[config.mk]
export PLATFORM = sky130hd
export DESIGN_NAME = can_frame_tracker
export DESIGN_NICKNAME = d
export VERILOG_FILES = /design/src/rtl/can_frame_tracker.sv
export SDC_FILE = /design/constraint.sdc
export NUM_CORES = 1
export LEC_CHECK = 0
export CORE_AREA = 2 2 101 78
export DETAILED_ROUTE_END_ITERATION = 10
export DIE_AREA = 0 0 103 80
export RECOVER_POWER = 50
export SLEW_MARGIN = 20
export SYNTH_ARGS = -nofsm -noshare
export SYNTH_HDL_FRONTEND = slang
export SYNTH_SLANG_ARGS = --single-unit
[constraint.sdc]
create_clock -name clk -period 2.2 [get_ports clk]
set_input_delay 0.44 -clock clk [delete_from_list [all_inputs] [get_ports clk]]
set_output_delay 0.44 -clock clk [all_outputs]
set_load 0.03 [all_outputs]
[src/rtl/can_frame_tracker.sv]
// can_frame_tracker: follows a received CAN 2.0A/2.0B frame on the destuffed,
// sampled bit stream. Captures IDE/RTR/DLC, derives the data byte count and the
// total frame length (including intermission), and flags the data/CRC fields.
module can_frame_tracker #(
  parameter int CNT_W     = 8,
  parameter int IFS_BITS  = 3,
  parameter int MAX_BYTES = 8
) (
  input  logic             clk,
  input  logic             rst_n,
  input  logic             dvalid,
  input  logic             din,
  input  logic             sof,
  input  logic             error,
  input  logic             overload,
  output logic             sample_en,
  output logic [CNT_W-1:0] bit_idx,
  output logic             ide,
  output logic             rtr,
  output logic [3:0]       dlc,
  output logic [3:0]       data_bytes,
  output logic [CNT_W-1:0] frame_len,
  output logic             len_valid,
  output logic             in_data,
  output logic             in_crc,
  output logic             frame_done,
  output logic             frame_abort
);

  typedef enum logic [2:0] {
    ST_IDLE    = 3'd0,
    ST_ARB     = 3'd1,
    ST_EXT_ARB = 3'd2,
    ST_CTRL    = 3'd3,
    ST_DATA    = 3'd4,
    ST_CRC     = 3'd5,
    ST_TAIL    = 3'd6
  } state_t;

  // Fixed bit positions within the frame (SOF = 0)
  localparam logic [CNT_W-1:0] ONE            = CNT_W'(1);
  localparam logic [CNT_W-1:0] IDX_RTR_STD    = CNT_W'(12);
  localparam logic [CNT_W-1:0] IDX_IDE        = CNT_W'(13);
  localparam logic [CNT_W-1:0] IDX_RTR_EXT    = CNT_W'(32);
  localparam logic [CNT_W-1:0] DLC_LAST_STD   = CNT_W'(18);
  localparam logic [CNT_W-1:0] DLC_LAST_EXT   = CNT_W'(38);
  localparam logic [CNT_W-1:0] DATA_START_STD = CNT_W'(19);
  localparam logic [CNT_W-1:0] DATA_START_EXT = CNT_W'(39);
  localparam logic [CNT_W-1:0] CRC_LAST_OFS   = CNT_W'(14);
  localparam logic [CNT_W-1:0] LEN_BASE_STD   = CNT_W'(44 + IFS_BITS);
  localparam logic [CNT_W-1:0] LEN_BASE_EXT   = CNT_W'(64 + IFS_BITS);
  localparam logic [3:0]       MAX_B          = 4'(MAX_BYTES);

  state_t           state_r, state_s;
  logic [CNT_W-1:0] bit_idx_r, frame_len_r, crc_start_r;
  logic             ide_r, rtr_r, len_valid_r, done_r, abort_r;
  logic [3:0]       dlc_r, data_bytes_r;
  logic [2:0]       dlc_sh_r;

  logic             kill_s, start_s;
  logic             dlc_last_s, data_last_s, crc_last_s, tail_last_s;
  logic [3:0]       dlc_full_s, nbytes_s;
  logic [CNT_W-1:0] dlc_end_idx_s, len_s, crc_start_s, data_bits_s;

  // Frame-level events, byte clamp, length arithmetic and field boundaries
  always_comb begin
    kill_s     = (error | overload) & (state_r != ST_IDLE);
    start_s    = sof & ~error & ~overload & (state_r == ST_IDLE);
    dlc_full_s = {dlc_sh_r, din};
    if (rtr_r) begin
      nbytes_s = 4'd0;
    end else if (dlc_full_s > MAX_B) begin
      nbytes_s = MAX_B;
    end else begin
      nbytes_s = dlc_full_s;
    end
    data_bits_s = CNT_W'({nbytes_s, 3'b000});
    if (ide_r) begin
      dlc_end_idx_s = DLC_LAST_EXT;
      len_s         = LEN_BASE_EXT + data_bits_s;
      crc_start_s   = DATA_START_EXT + data_bits_s;
    end else begin
      dlc_end_idx_s = DLC_LAST_STD;
      len_s         = LEN_BASE_STD + data_bits_s;
      crc_start_s   = DATA_START_STD + data_bits_s;
    end
    dlc_last_s  = dvalid & (state_r == ST_CTRL) & (bit_idx_r == dlc_end_idx_s);
    data_last_s = dvalid & (state_r == ST_DATA) & (bit_idx_r == crc_start_r - ONE);
    crc_last_s  = dvalid & (state_r == ST_CRC)  & (bit_idx_r == crc_start_r + CRC_LAST_OFS);
    tail_last_s = dvalid & (state_r == ST_TAIL) & (bit_idx_r == frame_len_r - ONE);
  end

  // Next-state logic; error/overload override any bit-driven transition
  always_comb begin
    state_s = state_r;
    if (kill_s) begin
      state_s = ST_IDLE;
    end else begin
      case (state_r)
        ST_IDLE: begin
          if (start_s) state_s = ST_ARB;
          else         state_s = ST_IDLE;
        end
        ST_ARB: begin
          if (dvalid && (bit_idx_r == IDX_IDE)) begin
            if (din) state_s = ST_EXT_ARB;
            else     state_s = ST_CTRL;
          end else begin
            state_s = ST_ARB;
          end
        end
        ST_EXT_ARB: begin
          if (dvalid && (bit_idx_r == IDX_RTR_EXT)) state_s = ST_CTRL;
          else                                      state_s = ST_EXT_ARB;
        end
        ST_CTRL: begin
          if (dlc_last_s) begin
            if (nbytes_s != 4'd0) state_s = ST_DATA;
            else                  state_s = ST_CRC;
          end else begin
            state_s = ST_CTRL;
          end
        end
        ST_DATA: begin
          if (data_last_s) state_s = ST_CRC;
          else             state_s = ST_DATA;
        end
        ST_CRC: begin
          if (crc_last_s) state_s = ST_TAIL;
          else            state_s = ST_CRC;
        end
        ST_TAIL: begin
          if (tail_last_s) state_s = ST_IDLE;
          else             state_s = ST_TAIL;
        end
        default: state_s = ST_IDLE;
      endcase
    end
  end

  // State register
  always_ff @(posedge clk or negedge rst_n) begin
    if (!rst_n) state_r <= ST_IDLE;
    else        state_r <= state_s;
  end

  // Bit counter, captured header fields, length and completion/abort pulses
  always_ff @(posedge clk or negedge rst_n) begin
    if (!rst_n) begin
      bit_idx_r    <= '0;
      frame_len_r  <= '0;
      crc_start_r  <= '0;
      ide_r        <= 1'b0;
      rtr_r        <= 1'b0;
      dlc_r        <= 4'd0;
      data_bytes_r <= 4'd0;
      dlc_sh_r     <= 3'd0;
      len_valid_r  <= 1'b0;
      done_r       <= 1'b0;
      abort_r      <= 1'b0;
    end else begin
      done_r  <= 1'b0;
      abort_r <= 1'b0;
      if (kill_s) begin
        bit_idx_r   <= '0;
        len_valid_r <= 1'b0;
        abort_r     <= 1'b1;
      end else if (start_s) begin
        // New frame: previous header fields are discarded here
        bit_idx_r    <= ONE;
        frame_len_r  <= '0;
        crc_start_r  <= '0;
        ide_r        <= 1'b0;
        rtr_r        <= 1'b0;
        dlc_r        <= 4'd0;
        data_bytes_r <= 4'd0;
        dlc_sh_r     <= 3'd0;
        len_valid_r  <= 1'b0;
      end else if (dvalid && (state_r != ST_IDLE)) begin
        if (tail_last_s) begin
          bit_idx_r   <= '0;
          len_valid_r <= 1'b0;
          done_r      <= 1'b1;
        end else begin
          bit_idx_r <= bit_idx_r + ONE;
        end
        if ((state_r == ST_ARB) && (bit_idx_r == IDX_RTR_STD)) rtr_r <= din;
        if ((state_r == ST_ARB) && (bit_idx_r == IDX_IDE))     ide_r <= din;
        if ((state_r == ST_EXT_ARB) && (bit_idx_r == IDX_RTR_EXT)) rtr_r <= din;
        if (state_r == ST_CTRL) begin
          // r0/r1 also pass through the shifter; only the last four bits form the DLC
          dlc_sh_r <= {dlc_sh_r[1:0], din};
          if (dlc_last_s) begin
            dlc_r        <= dlc_full_s;
            data_bytes_r <= nbytes_s;
            frame_len_r  <= len_s;
            crc_start_r  <= crc_start_s;
            len_valid_r  <= 1'b1;
          end
        end
      end
    end
  end

  assign sample_en   = (state_r != ST_IDLE);
  assign bit_idx     = bit_idx_r;
  assign ide         = ide_r;
  assign rtr         = rtr_r;
  assign dlc         = dlc_r;
  assign data_bytes  = data_bytes_r;
  assign frame_len   = frame_len_r;
  assign len_valid   = len_valid_r;
  assign in_data     = (state_r == ST_DATA);
  assign in_crc      = (state_r == ST_CRC);
  assign frame_done  = done_r;
  assign frame_abort = abort_r;

endmodule

==> results.yml, run 1 <==
outcome:
  run_status: "complete, no violations"
clock_tree:
  clkLatencyLatePin_ns: 0.30
  htree_levels: 2
  cts_root_buf: "clkbuf_8"
  clock_path_buffers: 2
  cts.sinks: 39
  cts_tree: "yes"
  cts_buffers: 5
  cts.clk_slew.worst_paths_ns: 0.08
  cts_hold_buf: 0
logic_synthesis:
  avgSynthCellArea_um2: 8.640
  syn_nets: 348
  ys_ff_latch: 39
  synth_ff_type: "dfrtp_1"
  yosysSeqAreaShare_pct: 34.44
  post-synth-top-count-cell: "dfrtp_1"
  syn_inst: 328
  synth_area_leaders: "dfrtp_1 (34%), ha_1 (5.7%), xnor2_1 (5.3%)"
  synth.largest_area_cell: "dfrtp_1"
  yosys-top-cells-count: "dfrtp_1 (39), nand2_1 (38), nor2_1 (23), nand3_1 (22), o21ai_0 (20)"
  netlist_area_um2: 2834
  async_flop_share_pct: 100.0
  ys_types: 60
  synth-edff-count: 0
  yosysWarnings: 0
  synth.top_cell.area_share_pct: 34.44
timing:
  final_max_slew_viol_count: 0
  hold_viol: 0
  setup_tns_ns: 0
  clock_skew_ns: 0.002468
  finalWorstSetupSlack_ns: 0.01586
  tightestPinTransition_ns: 1.004
  slew_headroom_pct: 33.05
  fmax_mhz: 457.8
  rsz0062_at_grt: "yes"
  setup_viol: 0
  finalCritPeriodShare_pct: 99.28
  period_minus_slack_ns: 2.184
layout:
  multi_input_area_um2: 1737
  final_cells: 498
  diodes: 0
  fill_cells: 705
  seq_area_um2: 980.9
  area_delta_synth_final_pct: 31.39
  layout-drive-gt1-share_pct: 20.40
  nets: 416
  fin_area_um2: 3724
worst_setup_path:
  crit_type: "flip-flop to flip-flop"
  worstPathArrival_ns: 2.37
  critPathMaxFanout: 5
  start_kind: "flip-flop"
  end_kind: "flip-flop"
  worstPathRequired_ns: 2.39
floorplan:
  core_area_um2: 7229
  num_io_pins: 39
  die_area_um2: 8240
  floorplan.initialDensity_pct: 39.20
  die_w_um: 103
  die_y_um: 80
  rows: 27
flow_run:
  drv_cap: 0
placed_design:
  post_dp_cell_area_um2: 3546
  dp_hpwl_um: 5865
  pre_cts_ws_ns: -0.08785
  numPortBuffers: 38
  gp_congestion: 0.8480
  dp_cells: 487
detailed_routing:
  final_antenna_net_count: 0
  drtIter0Drc: 185
  drc: 0
  dr.pass1.iters: 4
  wl_per_cell_um: 16.49
  drt_wl_total_um: 8212
  num_vias: 2640
  via_per_inst: 5.301
global_route:
  track_usage_pct: 20.97
  overflow: 0
  grt_pass1_wl_um: 13170
  grt_max_degree: 40
  grt_pass1_vias: 2566
  antenna_found_initial: 0
power:
  leakagePower_nw: 1.731
  p_per_area_nw_per_um2: 559.9
  irDropWorstVdd_v: 0.0004456
hold_path:
  hp-class: "input pin to asynchronous set/reset pin"
[critical path: stages, from the launching register on]
cell and delay [ns]:
dfrtp_1 0.40, inv_2 0.07, buf_6 0.11, ha_4 0.19
xnor2_2 0.12, or3_4 0.35, nor4_4 0.31, buf_6 0.19
inv_2 0.04, a221o_1 0.28
[sequential cells by signal, indices dropped and copies added (netlist names)]
name         flops
len_valid        1
dlc_sh_r         3
frame_len        7
state_r          3
frame_done       1
ide              1
rtr              1
bit_idx          8
crc_start_r      6
dlc              4
frame_abort      1
data_bytes       3
[layer usage]
layer  routed length [um]  global-route usage (%)
met2                 3635                   31.49
met3                  550                   3.940
met4                  119                   6.053
met1                 3906                   30.52
met5                    0                       0
[cell families (layout without fill, tap and decap cells)]
family          Yosys count  after routing  synth area share (%)
simple gates            139            139                 26.53
compound gates           65             65                 15.28
flops                    39             39                 34.44
buf+inv                  38            107                 6.755
xor+xnor                 29             29                 9.448
fa+ha+maj                13             13                 5.740
mux                       5              5                 1.810
[cells in the final DEF (no fill, tap or decap), types with 5 or more instances in the layout]
cell | netlist | final
inv_1 | 13 | 12
ha_1 | 13 | 11
a21oi_1 | 12 | 12
xnor2_1 | 17 | 16
dlygate4sd3_1 | 0 | 10
clkdlybuf4s50_1 | 0 | 24
nor2_1 | 23 | 23
xor2_1 | 11 | 11
and3_1 | 6 | 6
clkbuf_8 | 0 | 5
nor3_1 | 7 | 7
nand3_1 | 22 | 22
dfrtp_1 | 39 | 35
o21ai_0 | 20 | 20
buf_4 | 6 | 41
nand2_1 | 38 | 38
[stage by stage]
stage	util, %	hold WS (ns)	power (mW)
2_1_floorplan	-	0.1444	1.268
3_3_place_gp	49.05	0.4900	1.581
3_5_place_dp	49.05	0.4892	1.580
4_1_cts	50.21	0.2140	2.080
5_1_grt	51.51	0.4631	2.203
6_report	51.51	0.3794	2.085
[area by class of cell]
class | instances | share of cell area [%]
clock buffer | 6 | 1.949
clock inverter | 2 | 0.3360
inverter | 14 | 1.411
multi-input combinational | 251 | 46.64
sequential | 39 | 26.34
tap | 101 | 3.394
timing repair buffer | 85 | 19.93
[timing repair]
| action | CTS | global route |
|---|---|---|
| buffers inserted | 0 | 2 |
| endpoints found under the setup margin | 4 | 12 |
| cloned | 0 | 1 |
| resized for setup | 5 | 20 |
| pin swaps | 0 | 6 |
[power by group]
group / switching, mW / total (mW) / internal [mW]
clock: 0.276 / 0.498 / 0.222
sequential: 0.0720 / 0.834 / 0.762
combinational: 0.418 / 0.753 / 0.335
[final timing paths]
path,from,end,slack [ns],cells past startpoint
worst min-delay path,rst_n,len_valid,0.38,2
worst min register to register,data_bytes[3],data_bytes[3],0.50,2
min in group clk,data_bytes[3],data_bytes[3],0.50,2
worst max register to register,frame_len[1],bit_idx[5],0.02,9
max in group asynchronous,rst_n,state_r[0],1.14,2
worst max-delay path,frame_len[1],bit_idx[5],0.02,9
Power figures use the tool's default switching activity.
==> inputs of run 2 (changes only) <==
- GPL_ROUTABILITY_DRIVEN: default -> 0
==> results of run 2 <==
Final layout, timing and power as in run 1 (identical DEF).
